<file path="src/rtl/crc_serial_engine.sv">
// Bit-serial CRC generator, MSB first, with runtime polynomial and start/busy/done handshake.
// Optional received-CRC compare (check/crc_in/crc_err) is built when CRC_SERIAL_CHECK_EN is defined.
module crc_serial_engine #(
    parameter int                DATA_W  = 14,
    parameter int                POLY_W  = 4,
    parameter logic [POLY_W-2:0] INIT    = '0,
    parameter logic [POLY_W-2:0] XOR_OUT = '0
) (
    input  logic              clk,
    input  logic              Reset,
    input  logic              start,
    input  logic [DATA_W-1:0] Data,
    input  logic [POLY_W-1:0] Divisor,
`ifdef CRC_SERIAL_CHECK_EN
    input  logic              check,
    input  logic [POLY_W-2:0] crc_in,
    output logic              crc_err,
`endif
    output logic              busy,
    output logic              done,
    output logic [POLY_W-2:0] CRC,
    output logic              bad_poly
);

    // state | meaning
    // IDLE  | waiting for start; Data/Divisor captured on accept
    // LOAD  | remainder <- INIT, bit counter <- DATA_W
    // SHIFT | one message bit per clock, MSB first
    // DONE  | publish CRC/bad_poly, pulse done
    localparam int W  = POLY_W - 1;
    localparam int CW = $clog2(DATA_W + 1);

    typedef enum logic [1:0] {IDLE, LOAD, SHIFT, DONE} state_t;

    state_t            state;
    logic [DATA_W-1:0] msg_reg;
    logic [POLY_W-1:0] poly_reg;
    logic [W-1:0]      rem;
    logic [CW-1:0]     cnt;
    logic              fb;
    logic [W-1:0]      rem_nxt;
    logic [W-1:0]      rem_out;

`ifdef CRC_SERIAL_CHECK_EN
    logic              check_reg;
    logic [W-1:0]      crc_in_reg;
`endif

    // Shift form instead of a {rem[W-2:0],0} slice so a 1-bit CRC still elaborates.
    always_comb begin
        fb      = rem[W-1] ^ msg_reg[DATA_W-1];
        rem_nxt = (rem << 1) ^ (fb ? poly_reg[W-1:0] : '0);
        rem_out = rem ^ XOR_OUT;
    end

    always_ff @(posedge clk or posedge Reset) begin
        if (Reset) begin
            state    <= IDLE;
            msg_reg  <= '0;
            poly_reg <= '0;
            rem      <= '0;
            cnt      <= '0;
            busy     <= 1'b0;
            done     <= 1'b0;
            CRC      <= '0;
            bad_poly <= 1'b0;
`ifdef CRC_SERIAL_CHECK_EN
            check_reg  <= 1'b0;
            crc_in_reg <= '0;
            crc_err    <= 1'b0;
`endif
        end else begin
            done <= 1'b0;
            case (state)
                IDLE: begin
                    if (start) begin
                        msg_reg  <= Data;
                        poly_reg <= Divisor;
                        busy     <= 1'b1;
                        state    <= LOAD;
`ifdef CRC_SERIAL_CHECK_EN
                        check_reg  <= check;
                        crc_in_reg <= crc_in;
`endif
                    end
                end
                LOAD: begin
                    rem   <= INIT;
                    cnt   <= CW'(DATA_W);
                    state <= SHIFT;
                end
                SHIFT: begin
                    rem     <= rem_nxt;
                    msg_reg <= msg_reg << 1;
                    cnt     <= cnt - CW'(1);
                    if (cnt == CW'(1)) begin
                        state <= DONE;
                    end
                end
                DONE: begin
                    done     <= 1'b1;
                    busy     <= 1'b0;
                    bad_poly <= ~poly_reg[POLY_W-1];
                    CRC      <= poly_reg[POLY_W-1] ? rem_out : '0;
`ifdef CRC_SERIAL_CHECK_EN
                    crc_err  <= check_reg &
                                ((rem_out != crc_in_reg) | ~poly_reg[POLY_W-1]);
`endif
                    state    <= IDLE;
                end
                default: state <= IDLE;
            endcase
        end
    end

endmodule

</file>
<file path="config.mk">
export PLATFORM = sky130hd
export DESIGN_NAME = crc_serial_engine
export DESIGN_NICKNAME = d
export VERILOG_FILES = /design/src/rtl/crc_serial_engine.sv
export SDC_FILE = /design/constraint.sdc
export NUM_CORES = 1
export LEC_CHECK = 0
export CORE_UTILIZATION = 46
export CTS_CLUSTER_DIAMETER = 30
export DETAILED_ROUTE_END_ITERATION = 8
export GPL_ROUTABILITY_DRIVEN = 0
export PLACE_DENSITY = 0.78
export SYNTH_ARGS = -nofsm -noshare
export SYNTH_HDL_FRONTEND = slang
export SYNTH_SLANG_ARGS = --single-unit
export TNS_END_PERCENT = 1
</file>
<file path="constraint.sdc">
create_clock -name clk -period 1.5 [get_ports clk]
set_input_delay 0.225 -clock clk [delete_from_list [all_inputs] [get_ports clk]]
set_output_delay 0.225 -clock clk [all_outputs]
set_load 0.01 [all_outputs]
</file>
# Yosys cells after proc, flatten, opt, wreduce, memory -nomap -nowiden
# Cells that the tools add are included.
[totals] register_bits=33 output_inout_bits=6 wordCells=39
[op_classes] addsub=1 n_eq_ne=6 mux=12 bitwise_logic=3 reduce_logical=8
[op_table] cell="$pmux 14 s2" n=1
[op_table] cell="$mux 14" n=1
[op_table] cell="$pmux 2 s4" n=1
[op_table] cell="$pmux 4 s2" n=1
[op_table] cell="$reduce_and 2->1" n=4
[op_table] cell="$mux 3" n=2
[op_table] cell="$pmux 3 s2" n=1
[op_table] cell="$reduce_bool 2->1" n=3
[op_table] cell="$eq 2x2->1 const B" n=2
[op_table] cell="$eq 4x1->1 const B" n=1
[op_table] cell="$mux 2" n=2
[op_table] cell="$ne 2x2->1 const B" n=2
[op_table] cell="$sub 4x1->4 const B" n=1
[op_table] cell="$xor 3x3->3" n=1
[op_table] cell="$eq 2x1->1 const B" n=1
[op_table] cell="$logic_not 2->1" n=1
[op_table] cell="$mux 1" n=2
[op_table] cell="$pmux 1 s2" n=1
[op_table] cell="$not 1->1" n=1
[op_table] cell="$xor 1x1->1" n=1

# Logic depth before layout (Yosys ltp)
[depth] word_depth=4 mapped_depth=7 ltp_nobuf=5

# Least setup slack after synthesis
# No wires, ideal clock.
[synth_timing] path_type="register to register" from="register cnt[1]" to="register state[1]" setup_ns=0.125 arrival_time_ns=1.425 required_ns=1.375 slack_ns=-0.050 stages_incl_launch_ff=6 n_path_buf=0 period_less_slack_ns=1.550 path_cell_list="dfrtp_1 inv_1 ha_1 or3b_1 a21oi_1 mux2_2"
[synth_via] elab_chain_len=3
[synth_rtl] element="from (decl)" line_no="39" source="logic [CW-1:0] cnt;"
[synth_rtl] element="from (signal assigned)" line_no="89" source="cnt <= CW'(DATA_W);"
[synth_rtl] element="from (signal assigned)" line_no="95" source="cnt <= cnt - CW'(1);"
[synth_rtl] element="$eq 4x1->1" line_no="96" source="if (cnt == CW'(1)) begin"
[synth_rtl] element="$ne 2x2->1 (no source line)"
[synth_rtl] element="$reduce_and 2->1 (no source line)"
[synth_rtl] element="to (signal assigned)" line_no="97" source="state <= DONE;"
[synth_rtl] element="to (signal assigned)" line_no="109" source="state <= IDLE;"
[synth_rtl] element="to (signal assigned)" line_no="111" source="default: state <= IDLE;"
[synth_rtl] element="to (decl)" line_no="35" source="state_t state;"
# Every way passes these cells.
# A chain may end at the register's enable or synchronous reset.

# Final worst setup path
[layout_timing] from="register state[1]" to="register rem[1]"
[layout_via] elab_chain_len=2 word_cells_on_any_way=4
[layout_rtl] element="from (signal assigned)" line_no="58" source="state <= IDLE;"
[layout_rtl] element="from (signal assigned)" line_no="80" source="state <= LOAD;"
[layout_rtl] element="from (signal assigned)" line_no="90" source="state <= SHIFT;"
[layout_rtl] element="$eq 2x2->1 / $eq 2x1->1 (equally long branches)" line_no="74" source="case (state)"
[layout_rtl] element="$pmux 3 s2 / $reduce_bool 2->1 (equally long branches)"
[layout_rtl] element="to (signal assigned)" line_no="93" source="rem <= rem_nxt;"
[layout_rtl] element="to (decl)" line_no="38" source="logic [W-1:0] rem;"
# Parallel ways exist; a longest one is shown, timed or not.

==> flow_metrics.tcl <==
set metrics [dict create \
    status "finished, violations left" \
    violations "setup timing" \
    dp_hpwl_mm 2.22 \
    insertion_delay_ps 330 \
    clock_path_buffers 2 \
    post-route-drc-count 0 \
    timing_max_transition_violations_final 0 \
    drtAntennaViolNets 0 \
    hp-class "primary input to async pin" \
    crit_type "flip-flop to flip-flop" \
    placementRows 20 \
    largest_register_ffs 14 \
    antenna_found_initial 0 \
    syn_to_final_growth_pct 35.0 \
    cts_tree "yes" \
    rsz0062_at_grt "true" \
    start_util_pct 49.7 \
    synth_largest_area_cell "dfrtp_1" \
    numPortBuffers 26 \
    synth_cells 147 \
    via_per_inst 5.17 \
    grt_overflow 0 \
    htreeDepth 2 \
    synth_warnings 0 \
    core_um2 3130 \
    cp.required_ps 1740 \
    fmaxAchievable_mhz 652 \
    dieArea_um2 3620 \
    worst_slack_ps -34.8 \
    grt_pass1_wl_mm 5.06 \
    dpl-instance-area_um2 1950 \
    cp-end-kind "flip-flop" \
    ys_ff_latch 33 \
    vias 1194 \
    grt_util_all_layers_pct 19.2 \
    layout-drive-gt1-share_pct 20.3 \
    pre_cts_slack_ps -110 \
    routed_wl_mm 3.07 \
    die_h_um 60.1 \
    critical_path.max_fanout 6 \
    relSlewSlack_pct 72.3 \
    drt_iter0_drc 46 \
    seq_area_frac_synth_pct 53.1 \
    cts_root_buf "clkbuf_4" \
    grt_pass1_vias 1180 \
    wl_per_cell_um 13.3 \
    firstDrtPassIters 4 \
    synthTopCellsByArea "dfrtp_1 53%, mux2i_1 9.7%, o21ai_0 6.4%" \
    synth_area_per_cell_um2 10.6 \
    synth.distinct_cells 30 \
    grt_max_degree 34 \
    fin_crit_sh_pct 102 \
    drv_cap 0 \
    finalSetupViolCount 2 \
    p_per_area_nw_per_um2 2080 \
    cp-start-kind "flip-flop" \
    ios 27 \
    synthesis.nets 173 \
    clock_skew_ps 9.71 \
    synth_top_area_share_pct 53.1 \
    worst_pin_slew_ps 415 \
    fin_nets 212 \
    hold_viol 0 \
    syn-cell-area_um2 1560 \
    cts_made_buffers 5 \
    clk_pin_slew_ps 100 \
    final_cell_area_um2 2100 \
    dieWidth_um 60.1 \
    crit_arrival_ps 1780 \
    ir_drop_uv 943 \
    fin_crit_ps 1530 \
    leakage_uw 0.000919 \
    clock_sinks 33 \
    n_antenna_cell 0 \
]
-- routing by layer --
metal	global-route usage (%)	vias to the layer above	wire length, µm
met2	34.7	41	1660
met5	0	-	0
met1	21.6	566	1220
li1	-	581	-
met4	7.31	0	48
met3	4.55	6	143
-- worst paths after layout --
| kind | depth (start not counted) | slack (ps) | start | end |
|---|---|---|---|---|
| setup / recovery | 5 | -30 | state[1] | rem[1] |
| hold / removal | 3 | 280 | Reset | msg_reg[2] |
| setup reg to reg | 5 | -30 | state[1] | rem[1] |
| hold reg to reg | 2 | 490 | msg_reg[12] | msg_reg[12] |
| max in group asynchronous | 3 | 920 | Reset | msg_reg[13] |
| min in group clk | 3 | 480 | Data[0] | msg_reg[0] |
-- kinds of logic after synthesis --
group,after synthesis,share of synthesized area (%)
adder cells (fa/ha/maj),5,4.02
XOR/XNOR,1,0.563
flip-flops,33,53.1
buffers and inverters,18,4.75
AO/OA/AOI/OAI,32,11.8
multiplexers,21,14.2
AND/OR/NAND/NOR,37,11.6
-- per-stage QoR --
| stage | power [µW] | hold slack, ps | util (%) | setup TNS, ps | std cells |
|---|---|---|---|---|---|
| global placement | 3480 | 462 | 62.4 | -11.2 | 221 |
| floorplan | 2830 | 354 | - | -4.00 | 147 |
| detailed placement | 3630 | 476 | 62.4 | -202 | 221 |
| CTS | 4290 | 287 | 65.6 | -73.9 | 231 |
| finish | 4360 | 282 | 67.1 | -60.6 | 231 |
| global route | 4700 | 320 | 67.1 | -269 | 231 |
-- placed cells by master, fill, tap and decap left out, types with 2 or more instances in the layout --
cell | Yosys | routed
dfrtp_1 | 33 | 33
clkdlybuf4s50_1 | 0 | 24
o21ai_0 | 20 | 20
nand2_1 | 18 | 17
mux2i_1 | 15 | 15
buf_4 | 0 | 11
inv_1 | 11 | 8
nand3_1 | 7 | 7
clkbuf_4 | 0 | 5
mux2_2 | 5 | 4
a21oi_1 | 4 | 3
nor2_1 | 3 | 3
inv_2 | 0 | 3
ha_4 | 0 | 3
nor2b_1 | 2 | 2
ha_1 | 5 | 2
clkbuf_8 | 0 | 2
dlymetal6s2s_1 | 0 | 2
buf_12 | 0 | 2
-- critical path, stage by stage, from the launching register on --
cell      delay (ps)
dfrtp_1          440
inv_2             70
ha_4             300
nand2_2           60
or4b_4           510
o221ai_2          70
-- cell type report --
| class | count | area (µm²) |
|---|---|---|
| Clock inverter | 1 | 5.00 |
| Inverter | 11 | 41.3 |
| Multi-Input combinational cell | 96 | 719 |
| Fill cell | 263 | 1030 |
| Tap cell | 44 | 55.1 |
| Clock buffer | 7 | 65.1 |
| Timing Repair Buffer | 39 | 388 |
| Sequential cell | 33 | 826 |
-- Yosys cell counts (all sizes together) --
cell    instances
dfrtp          33
or2b            1
o22ai           1
o21ai          20
a211oi          1
mux2i          16
inv            11
a22o            1
o221ai          1
ha              5
nor2b           2
or3b            1
nand2          18
or4b            1
and2b           1
a21oi           4
buf             5
o22a            1
xnor2           1
nand3b          1
o31ai           1
nor4            1
nor2            3
mux2            5
nand2b          1
a311o           1
clkbuf          2
nand3           7
a31oi           1
-- report_power, final --
group          leakage (µW)  switching, µW  internal, µW
sequential         0.000406            278          1290
clock             0.0000413            284           272
combinational      0.000471           1060          1170
-- repair_timing --
item	CTS	global route
endpoints found under the setup margin	4	14
buffers inserted	2	0
endpoints found under the hold margin	0	0
gates resized for setup	3	11
pin swaps	1	3
hold buffers	0	0
No activity file was read; power rests on OpenSTA's default activity.
